===== config.mk =====
export PLATFORM = sky130hd
export DESIGN_NAME = adder_rr_arbiter
export DESIGN_NICKNAME = d
export VERILOG_FILES = /design/src/rtl/adder_arb_pkg.sv /design/src/rtl/rr_picker.sv /design/src/rtl/adder_rr_arbiter.sv
export SDC_FILE = /design/constraint.sdc
export NUM_CORES = 1
export LEC_CHECK = 0
export BUFFER_PORTS_ARGS = -buffer_cell sky130_fd_sc_hd__buf_2
export CAP_MARGIN = 10
export CORE_MARGIN = 2
export CORE_UTILIZATION = 45
export CTS_CLUSTER_DIAMETER = 30
export DETAILED_ROUTE_END_ITERATION = 7
export HOLD_SLACK_MARGIN = 0.06
export PLACE_DENSITY_LB_ADDON = 0.2
export SETUP_SLACK_MARGIN = 0.3
export SLEW_MARGIN = 10
export SYNTH_ARGS = -nofsm -noshare
export SYNTH_HDL_FRONTEND = slang
export SYNTH_SLANG_ARGS = --single-unit

===== constraint.sdc =====
create_clock -name clk -period 3.7 [get_ports clk]
set_input_delay 0.74 -clock clk [delete_from_list [all_inputs] [get_ports clk]]
set_output_delay 0.74 -clock clk [all_outputs]
set_load 0.01 [all_outputs]

===== src/rtl/adder_arb_pkg.sv =====
// Shared types and widths for the round-robin adder arbiter.
//   OP_W   : operand width of the shared adder
//   RES_W  : result width returned by the adder
//   IDX_W  : width of a requester index (up to 8 requesters)
//   tag_t  : in-flight tag {vld, idx} travelling alongside the adder latency
package adder_arb_pkg;
   localparam int OP_W  = 4;
   localparam int RES_W = 7;
   localparam int IDX_W = 3;

   typedef logic [OP_W-1:0]  operand_t;
   typedef logic [RES_W-1:0] result_t;

   typedef struct packed {
      logic             vld;
      logic [IDX_W-1:0] idx;
   } tag_t;
endpackage


===== src/rtl/rr_picker.sv =====
// Combinational round-robin picker.
// Ports:
//   req   : request vector, one bit per requester
//   ptr   : requester that currently has first priority
//   grant : one-hot grant (all zero when no request)
//   idx   : encoded index of the granted requester (0 when no request)
// The search order is ptr, ptr+1, ... wrapping modulo NUM_REQ.
module rr_picker
   import adder_arb_pkg::*;
#(
   parameter int NUM_REQ = 4
) (
   input  logic [NUM_REQ-1:0] req,
   input  logic [IDX_W-1:0]   ptr,
   output logic [NUM_REQ-1:0] grant,
   output logic [IDX_W-1:0]   idx
);

   int                 pos;
   logic [NUM_REQ-1:0] req_sh;

   // Walk the offsets from the far end back to zero so the nearest
   // requester after ptr is the last one written and therefore wins.
   always_comb begin
      grant  = '0;
      idx    = '0;
      pos    = 0;
      req_sh = '0;
      for (int k = NUM_REQ - 1; k >= 0; k--) begin
         pos = int'(ptr) + k;
         if (pos >= NUM_REQ) begin
            pos = pos - NUM_REQ;
         end
         req_sh = req >> pos;
         if (req_sh[0]) begin
            grant = NUM_REQ'(1) << pos;
            idx   = IDX_W'(pos);
         end
      end
   end

endmodule


===== src/rtl/adder_rr_arbiter.sv =====
// Round-robin arbiter sharing one adder between NUM_REQ requesters.
// Ports:
//   clk, reset            : clock, asynchronous active-high reset
//   arb_en                : gates new grants; in-flight work still drains
//   req_valid/req_ready   : per-requester handshake
//   req_a/req_b           : packed operands, requester i at [4i+3:4i]
//   add_valid/add_a/add_b : operands issued to the adder
//   add_c                 : adder result, valid ADD_LAT cycles after add_valid
//   rsp_valid/rsp_c       : one-hot single-cycle result strobe and result
//   busy                  : any operation issued, in the adder, or responding
// Optional build macro ADDER_ARB_PRIO0_EN: requester 0 wins whenever it is
// valid and such wins leave the round-robin pointer untouched.
module adder_rr_arbiter
   import adder_arb_pkg::*;
#(
   parameter int NUM_REQ = 4,
   parameter int ADD_LAT = 1
) (
   input  logic                    clk,
   input  logic                    reset,
   input  logic                    arb_en,
   input  logic [NUM_REQ-1:0]      req_valid,
   output logic [NUM_REQ-1:0]      req_ready,
   input  logic [NUM_REQ*OP_W-1:0] req_a,
   input  logic [NUM_REQ*OP_W-1:0] req_b,
   output logic                    add_valid,
   output logic [OP_W-1:0]         add_a,
   output logic [OP_W-1:0]         add_b,
   input  logic [RES_W-1:0]        add_c,
   output logic [NUM_REQ-1:0]      rsp_valid,
   output logic [RES_W-1:0]        rsp_c,
   output logic                    busy
);

   localparam logic [IDX_W-1:0] LAST_IDX = IDX_W'(NUM_REQ - 1);

   logic [IDX_W-1:0]   ptr_q;
   logic [NUM_REQ-1:0] rr_grant;
   logic [IDX_W-1:0]   rr_idx;
   logic [NUM_REQ-1:0] gnt_vec;
   logic [IDX_W-1:0]   gnt_idx;
   logic [IDX_W-1:0]   ptr_adv;
   logic               xfer;
   logic               ptr_upd;
   operand_t           sel_a;
   operand_t           sel_b;
   logic [IDX_W-1:0]   idx_p0;
   tag_t               tag_p1 [ADD_LAT];
   tag_t               tag_last;
   logic               tag_any;

   rr_picker #(
      .NUM_REQ (NUM_REQ)
   ) u_picker (
      .req   (req_valid),
      .ptr   (ptr_q),
      .grant (rr_grant),
      .idx   (rr_idx)
   );

`ifdef ADDER_ARB_PRIO0_EN
   logic prio_win;

   assign prio_win = req_valid[0];
   assign gnt_vec  = prio_win ? NUM_REQ'(1) : rr_grant;
   assign gnt_idx  = prio_win ? '0 : rr_idx;
   assign ptr_upd  = xfer & ~prio_win;
`else
   assign gnt_vec  = rr_grant;
   assign gnt_idx  = rr_idx;
   assign ptr_upd  = xfer;
`endif

   assign req_ready = arb_en ? gnt_vec : '0;
   assign xfer      = |req_ready;
   assign ptr_adv   = (gnt_idx == LAST_IDX) ? '0 : gnt_idx + 1'b1;

   always_comb begin
      sel_a = '0;
      sel_b = '0;
      for (int i = 0; i < NUM_REQ; i++) begin
         if (gnt_vec[i]) begin
            sel_a = req_a[i*OP_W +: OP_W];
            sel_b = req_b[i*OP_W +: OP_W];
         end
      end
   end

   always_ff @(posedge clk or posedge reset) begin
      if (reset) begin
         ptr_q <= '0;
      end else if (ptr_upd) begin
         ptr_q <= ptr_adv;
      end
   end

   // ---- stage p0: issue to adder ----
   always_ff @(posedge clk or posedge reset) begin
      if (reset) begin
         add_valid <= 1'b0;
         add_a     <= '0;
         add_b     <= '0;
         idx_p0    <= '0;
      end else begin
         add_valid <= xfer;
         if (xfer) begin
            add_a  <= sel_a;
            add_b  <= sel_b;
            idx_p0 <= gnt_idx;
         end
      end
   end

   // ---- stage p1: tags shadowing the adder latency ----
   always_ff @(posedge clk or posedge reset) begin
      if (reset) begin
         for (int k = 0; k < ADD_LAT; k++) begin
            tag_p1[k] <= '0;
         end
      end else begin
         tag_p1[0] <= {add_valid, idx_p0};
         for (int k = 1; k < ADD_LAT; k++) begin
            tag_p1[k] <= tag_p1[k-1];
         end
      end
   end

   assign tag_last = tag_p1[ADD_LAT-1];

   always_comb begin
      tag_any = 1'b0;
      for (int k = 0; k < ADD_LAT; k++) begin
         tag_any = tag_any | tag_p1[k].vld;
      end
   end

   // ---- stage p2: response to the originating requester ----
   always_ff @(posedge clk or posedge reset) begin
      if (reset) begin
         rsp_valid <= '0;
         rsp_c     <= '0;
      end else begin
         rsp_valid <= tag_last.vld ? (NUM_REQ'(1) << tag_last.idx) : '0;
         if (tag_last.vld) begin
            rsp_c <= add_c;
         end
      end
   end

   assign busy = add_valid | tag_any | (|rsp_valid);

endmodule


# Word level (Yosys, flattened, before mapping)
# Cells that the tools add are included.
[op_classes]
reduce_logical = 2
eq_ne = 1
multipliers = 0
n_div = 0
shift = 9
n_mux = 23
n_bitwise = 2
magnitude_cmp = 4
add_sub_neg = 8
[ops]
columns = ["cell", "n"]
rows = [
  ["two-way mux 32 bit", 4],
  ["<< shifter 1 x 32 -> 4 bit (first input constant)", 4],
  ["right shift 4 x 32 -> 1 bit", 4],
  ["greater-or-equal comparator 32 x 4 -> 1 bit (second input constant)", 3],
  ["subtractor 32 x 4 -> 32 bit (second input constant)", 3],
  ["two-way mux 4 bit", 14],
  ["two-way mux 3 bit", 5],
  ["adder 3 x 2 -> 4 bit (second input constant)", 2],
  ["OR reduction 4 bit", 2],
  ["adder 3 x 1 -> 4 bit (second input constant)", 1],
  ["<< shifter 1 x 3 -> 4 bit (first input constant)", 1],
  ["subtractor 3 x 3 -> 4 bit (second input constant)", 1],
  ["adder 3 x 1 -> 3 bit (second input constant)", 1],
  ["equality test 3 x 2 -> 1 bit (second input constant)", 1],
  ["greater-or-equal comparator 3 bit (second input constant)", 1],
  ["OR 1 bit", 2],
]
[word_totals]
romBits = 0
latch_bits = 0
mem_count = 0
elab_cells = 58
output_inout_bits = 25
inputBits = 46
ramBits = 0
reg_bits = 30

# Logic depth before layout (Yosys ltp)
[depth]
depth_word = 12
mapped_depth = 14
depth_no_buf = 13

# Modules after synthesis
# Synthesis repeated with hierarchy kept, for this count alone.
[hier_totals]
hier_cells = 185
hier_area_um2 = 1943.1
[modules_own_cells]
columns = ["module", "n_inst", "cells_per_inst", "seq_area_each_um2", "area_per_inst_um2"]
rows = [
  ["adder_rr_arbiter", 1, 109, 750.7, 1307.5],
  ["rr_picker", 1, 76, 0.0, 635.6],
]

# Worst setup path after synthesis
# Ideal clock, no wire load.
[synth_timing]
path_type = "register to output"
startpoint = "register ptr_q[1]"
endpoint = "output port req_ready[3]"
path_buffers = 2
path_stages_with_launch = 11
slack_ps = 122
t_arrival_ps = 2838
cell_sequence = "dfrtp_1 > inv_1 > ha_1 > clkbuf_1 > mux2i_1 > or4_1 > a21oi_2 > nand3_1 > a31oi_4 > clkbuf_1 > and2_1"
[synth_via]
elab_chain_cells = 9
word_cells_on_any_way = 28
classes_between = "add/sub (7); order compare (4); shift (8); mux (9)"
[synth_lines]
columns = ["element", "line", "text"]
rows = [
  ["start, declared", "adder_rr_arbiter.sv:37", "logic [IDX_W-1:0] ptr_q;"],
  ["start signal, assigned", "adder_rr_arbiter.sv:93", "ptr_q <= ptr_adv;"],
  ["adder 3 x 2 -> 4 bit", "rr_picker.sv:30", "pos = int'(ptr) + k;"],
  ["subtractor 32 x 4 -> 32 bit or greater-or-equal comparator 32 x 4 -> 1 bit (tied branches)", "rr_picker.sv:32, rr_picker.sv:31", ""],
  ["two-way mux 32 bit", "rr_picker.sv:31", "if (pos >= NUM_REQ) begin"],
  ["right shift 4 x 32 -> 1 bit or << shifter 1 x 32 -> 4 bit (tied branches)", "rr_picker.sv:34, rr_picker.sv:36", ""],
  ["two-way mux 4 bit (3 in series)", "rr_picker.sv:35", "if (req_sh[0]) begin"],
  ["two-way mux 4 bit (*)", "rr_picker.sv:35", ""],
  ["two-way mux 4 bit (*)", "adder_rr_arbiter.sv:74", "assign req_ready = arb_en ? gnt_vec : '0;"],
  ["end, declared", "adder_rr_arbiter.sv:23", "output logic [NUM_REQ-1:0] req_ready,"],
]
# Mark *: on every way between the ends. The rest lies on a longest branch, timed or not.

# Worst setup path in the final report
[layout_timing]
startpoint = "register ptr_q[1]"
endpoint = "output port req_ready[0]"
# The elaborated chain is that of the path after synthesis.

==> results.sh <==
export IMPL_status="finished, final reports clean"
export IMPL_syn_avg_cell_area_um2=9.744
export IMPL_core_area_um2=4058
export IMPL_vias=1755
export IMPL_wirelength_met1_um=2110
export IMPL_drc=0
export IMPL_wl_met2_um=2190
export IMPL_cts_tree="yes"
export IMPL_clkSlewWorstSetupHoldPaths_ns=0.06
export IMPL_rr_startpoint="ptr_q[1]"
export IMPL_grt_overflow=0
export IMPL_fin_cells=325
export IMPL_synthToLayoutAreaGrowth_pct=33.07
export IMPL_viasPerCell=5.400
export IMPL_hold_depth=0
export IMPL_cts_sinks=30
export IMPL_vdd_ir_drop_max_mv=0.6553
export IMPL_cts_buffers=5
export IMPL_worst_skew_pair_late_latency_ns=0.27
export IMPL_yosysTopAreaCellShare_pct=38.91
export IMPL_synth_cell_area_um2=1929
export IMPL_antenna_found_initial=0
export IMPL_clk_path_buf_depth=2
export IMPL_cp_data_arrival_time_ns=2.55
export IMPL_criticalPathCategory="reg -> out"
export IMPL_cts_hold_repair_buffers=0
export IMPL_synth_nets=256
export IMPL_die_x_um=69.48
export IMPL_yosys_warnings=0
export IMPL_finalCriticalPeriod_ns=3.287
export IMPL_synthFlopType="dfrtp_1"
export IMPL_dpl_hpwl_um=3425
export IMPL_rsz0062_at_grt="no"
export IMPL_grt_max_degree=31
export IMPL_synth_cells=198
export IMPL_cp_data_required_time_ns=2.96
export IMPL_place_gp_congestion=0.8127
export IMPL_p_leak_nw=1.252
export IMPL_pwr_density_cell_nw_per_um2=1136
export IMPL_maxCapViolations=0
export IMPL_seq_area_frac_synth_pct=38.91
export IMPL_grt_pass1_wl_um=7831
export IMPL_grt_total_usage_pct=19.94
export IMPL_ios=71
export IMPL_ant_nets=0
export IMPL_antenna_cells=0
export IMPL_fmax_mhz=304.2
export IMPL_dr_pass1_iters=4
export IMPL_die_area_um2=4827
export IMPL_hold_viol=0
export IMPL_min_delay_start="idx_p0[2]"
export IMPL_slew_violations=0
export IMPL_htreeDepth=2
export IMPL_worst_pin_slew_ns=0.4729
export IMPL_clk_root_buffer_cell="clkbuf_8"
export IMPL_r2r_cells=10
export IMPL_wirelength_um=4641
export IMPL_die_y_um=69.48
export IMPL_num_rows=23
export IMPL_crit_fanout=12
export IMPL_nets=333
export IMPL_dp_cells=315
export IMPL_synth_area_leader_cell="dfrtp_1"
export IMPL_synth_edf_count=0
export IMPL_crit_path_end_kind="primary output"
export IMPL_ys_types=44
export IMPL_drive_above_1_share_pct=42.18
export IMPL_synth_area_top_cells="dfrtp_1 39%, ha_1 7.8%, nor2_1 4.9%, mux2_2 4.1%, nand2_1 3.9%"
export IMPL_critPathLaunchType="flip-flop"
export IMPL_synthArstFlopShare_pct=100.0
export IMPL_setup_violations=0
export IMPL_wl_per_cell_um=14.28
export IMPL_portBuffers=70
export IMPL_drtIter0Drc=124
export IMPL_hp_class="reg -> reg"
export IMPL_tns_ns=0
export IMPL_skew_ns=0.006831
export IMPL_period_share_pct=88.84
export IMPL_grt_pass1_vias=1698
export IMPL_crit_start="ptr_q[1]"
export IMPL_relSlewSlack_pct=68.21
export IMPL_top_layer_used="met4"
export IMPL_wl_met3_um=312
export IMPL_start_util_pct=47.55
export IMPL_ys_ff_latch=30
## stage by stage
step                hold slack [ns]  util (%)  cell area, µm²  total power [mW]  setup WS (ns)
finish                       0.3660     63.27            2567             2.918         0.4128
global route                 0.3808     63.27            2567             3.182         0.2742
CTS                          0.3657     60.28            2446             2.775         0.3093
detailed placement           0.3515     57.26            2323             2.422         0.3110
global placement             0.3572     57.26            2323             2.403         0.3583
floorplan                    0.3465         -            1936             1.965         0.3049
## cell usage in the layout (no fill, tap or decap), types with 3 or more instances in the layout
cell,count
buf_2,70
dfrtp_1,29
nor2_1,25
nand2_1,18
a21oi_1,10
ha_1,10
a31oi_1,9
nand3_1,8
a211o_1,8
mux2_2,7
clkbuf_8,6
buf_4,6
nor2b_1,5
inv_1,4
mux2i_1,4
o21ai_0,4
and2_1,4
and3_1,3
a31oi_4,3
## cells in the mapped netlist (3+ instances only)
| library cell | n |
|---|---|
| dfrtp_1 | 30 |
| nor2_1 | 25 |
| nand2_1 | 20 |
| ha_1 | 12 |
| a21oi_1 | 10 |
| a31oi_1 | 10 |
| nand3_1 | 10 |
| a211o_1 | 8 |
| mux2_2 | 7 |
| inv_1 | 6 |
| nor2b_1 | 5 |
| and2_1 | 4 |
| buf_6 | 4 |
| clkbuf_1 | 4 |
| mux2i_1 | 4 |
| o21ai_0 | 4 |
| and3_1 | 3 |
## what timing repair did
item / in CTS / in global routing
pin swaps: 1 / 2
resized for setup: 3 / 13
setup buffers: 0 / 2
endpoints found under the setup margin: 3 / 6
## cell type report
type	instances	area, µm²
Clock buffer	6	82.58
Clock inverter	1	30.03
Fill cell	337	1490
Inverter	6	22.52
Multi-Input combinational cell	153	1164
Sequential cell	30	752.0
Tap cell	50	62.56
Timing Repair Buffer	79	454.2
## where the power goes
group | total [mW] | internal [mW] | switching, mW | leakage [nW]
Sequential | 0.572 | 0.482 | 0.0899 | 0.366
Combinational | 2.02 | 0.886 | 1.13 | 0.829
Clock | 0.327 | 0.215 | 0.112 | 0.0573
## state kept, by name, indices dropped and copies added, names as in the netlist
name,cells
rsp_c,7
tag_any,1
add_a,4
add_b,4
rsp_valid,4
idx_p0,3
add_valid,1
tag_last,3
ptr_q,3
## per-layer routing
metal | global-route usage, % | up-vias
li1 | - | 870
met1 | 27.48 | 803
met2 | 31.84 | 78
met3 | 5.233 | 4
met4 | 3.922 | 0
met5 | 0 | -
## worst max-delay path, stage by stage, from the launching register on
cell and delay (ns):
dfrtp_2 0.36, buf_4 0.19, ha_2 0.24, and3b_1 0.20, o32a_1 0.37, and2_1 0.24
a221oi_2 0.25, o21ai_2 0.11, and2_1 0.17, buf_2 0.13
## final timing paths
| kind | to | slack, ns |
|---|---|---|
| hold reg to reg | tag_last[2] | 0.37 |
| hold / removal | tag_last[2] | 0.37 |
| min in group asynchronous | rsp_c[5] | 0.38 |
| setup / recovery | req_ready[0] | 0.41 |
| max in group asynchronous | ptr_q[1] | 2.93 |
| setup reg to reg | idx_p0[1] | 0.54 |
## logic make-up (layout without fill, tap and decap cells)
kind of cell	count (synthesis)	count (layout)	share of synthesized area [%]
flops	30	30	38.91
buf+inv	15	92	4.539
simple gates	76	76	18.55
fa+ha+maj	12	12	7.782
compound gates	50	50	20.69
mux	14	14	9.080
xor+xnor	1	1	0.4540
Note: power is estimated with default switching activity, not from simulation.
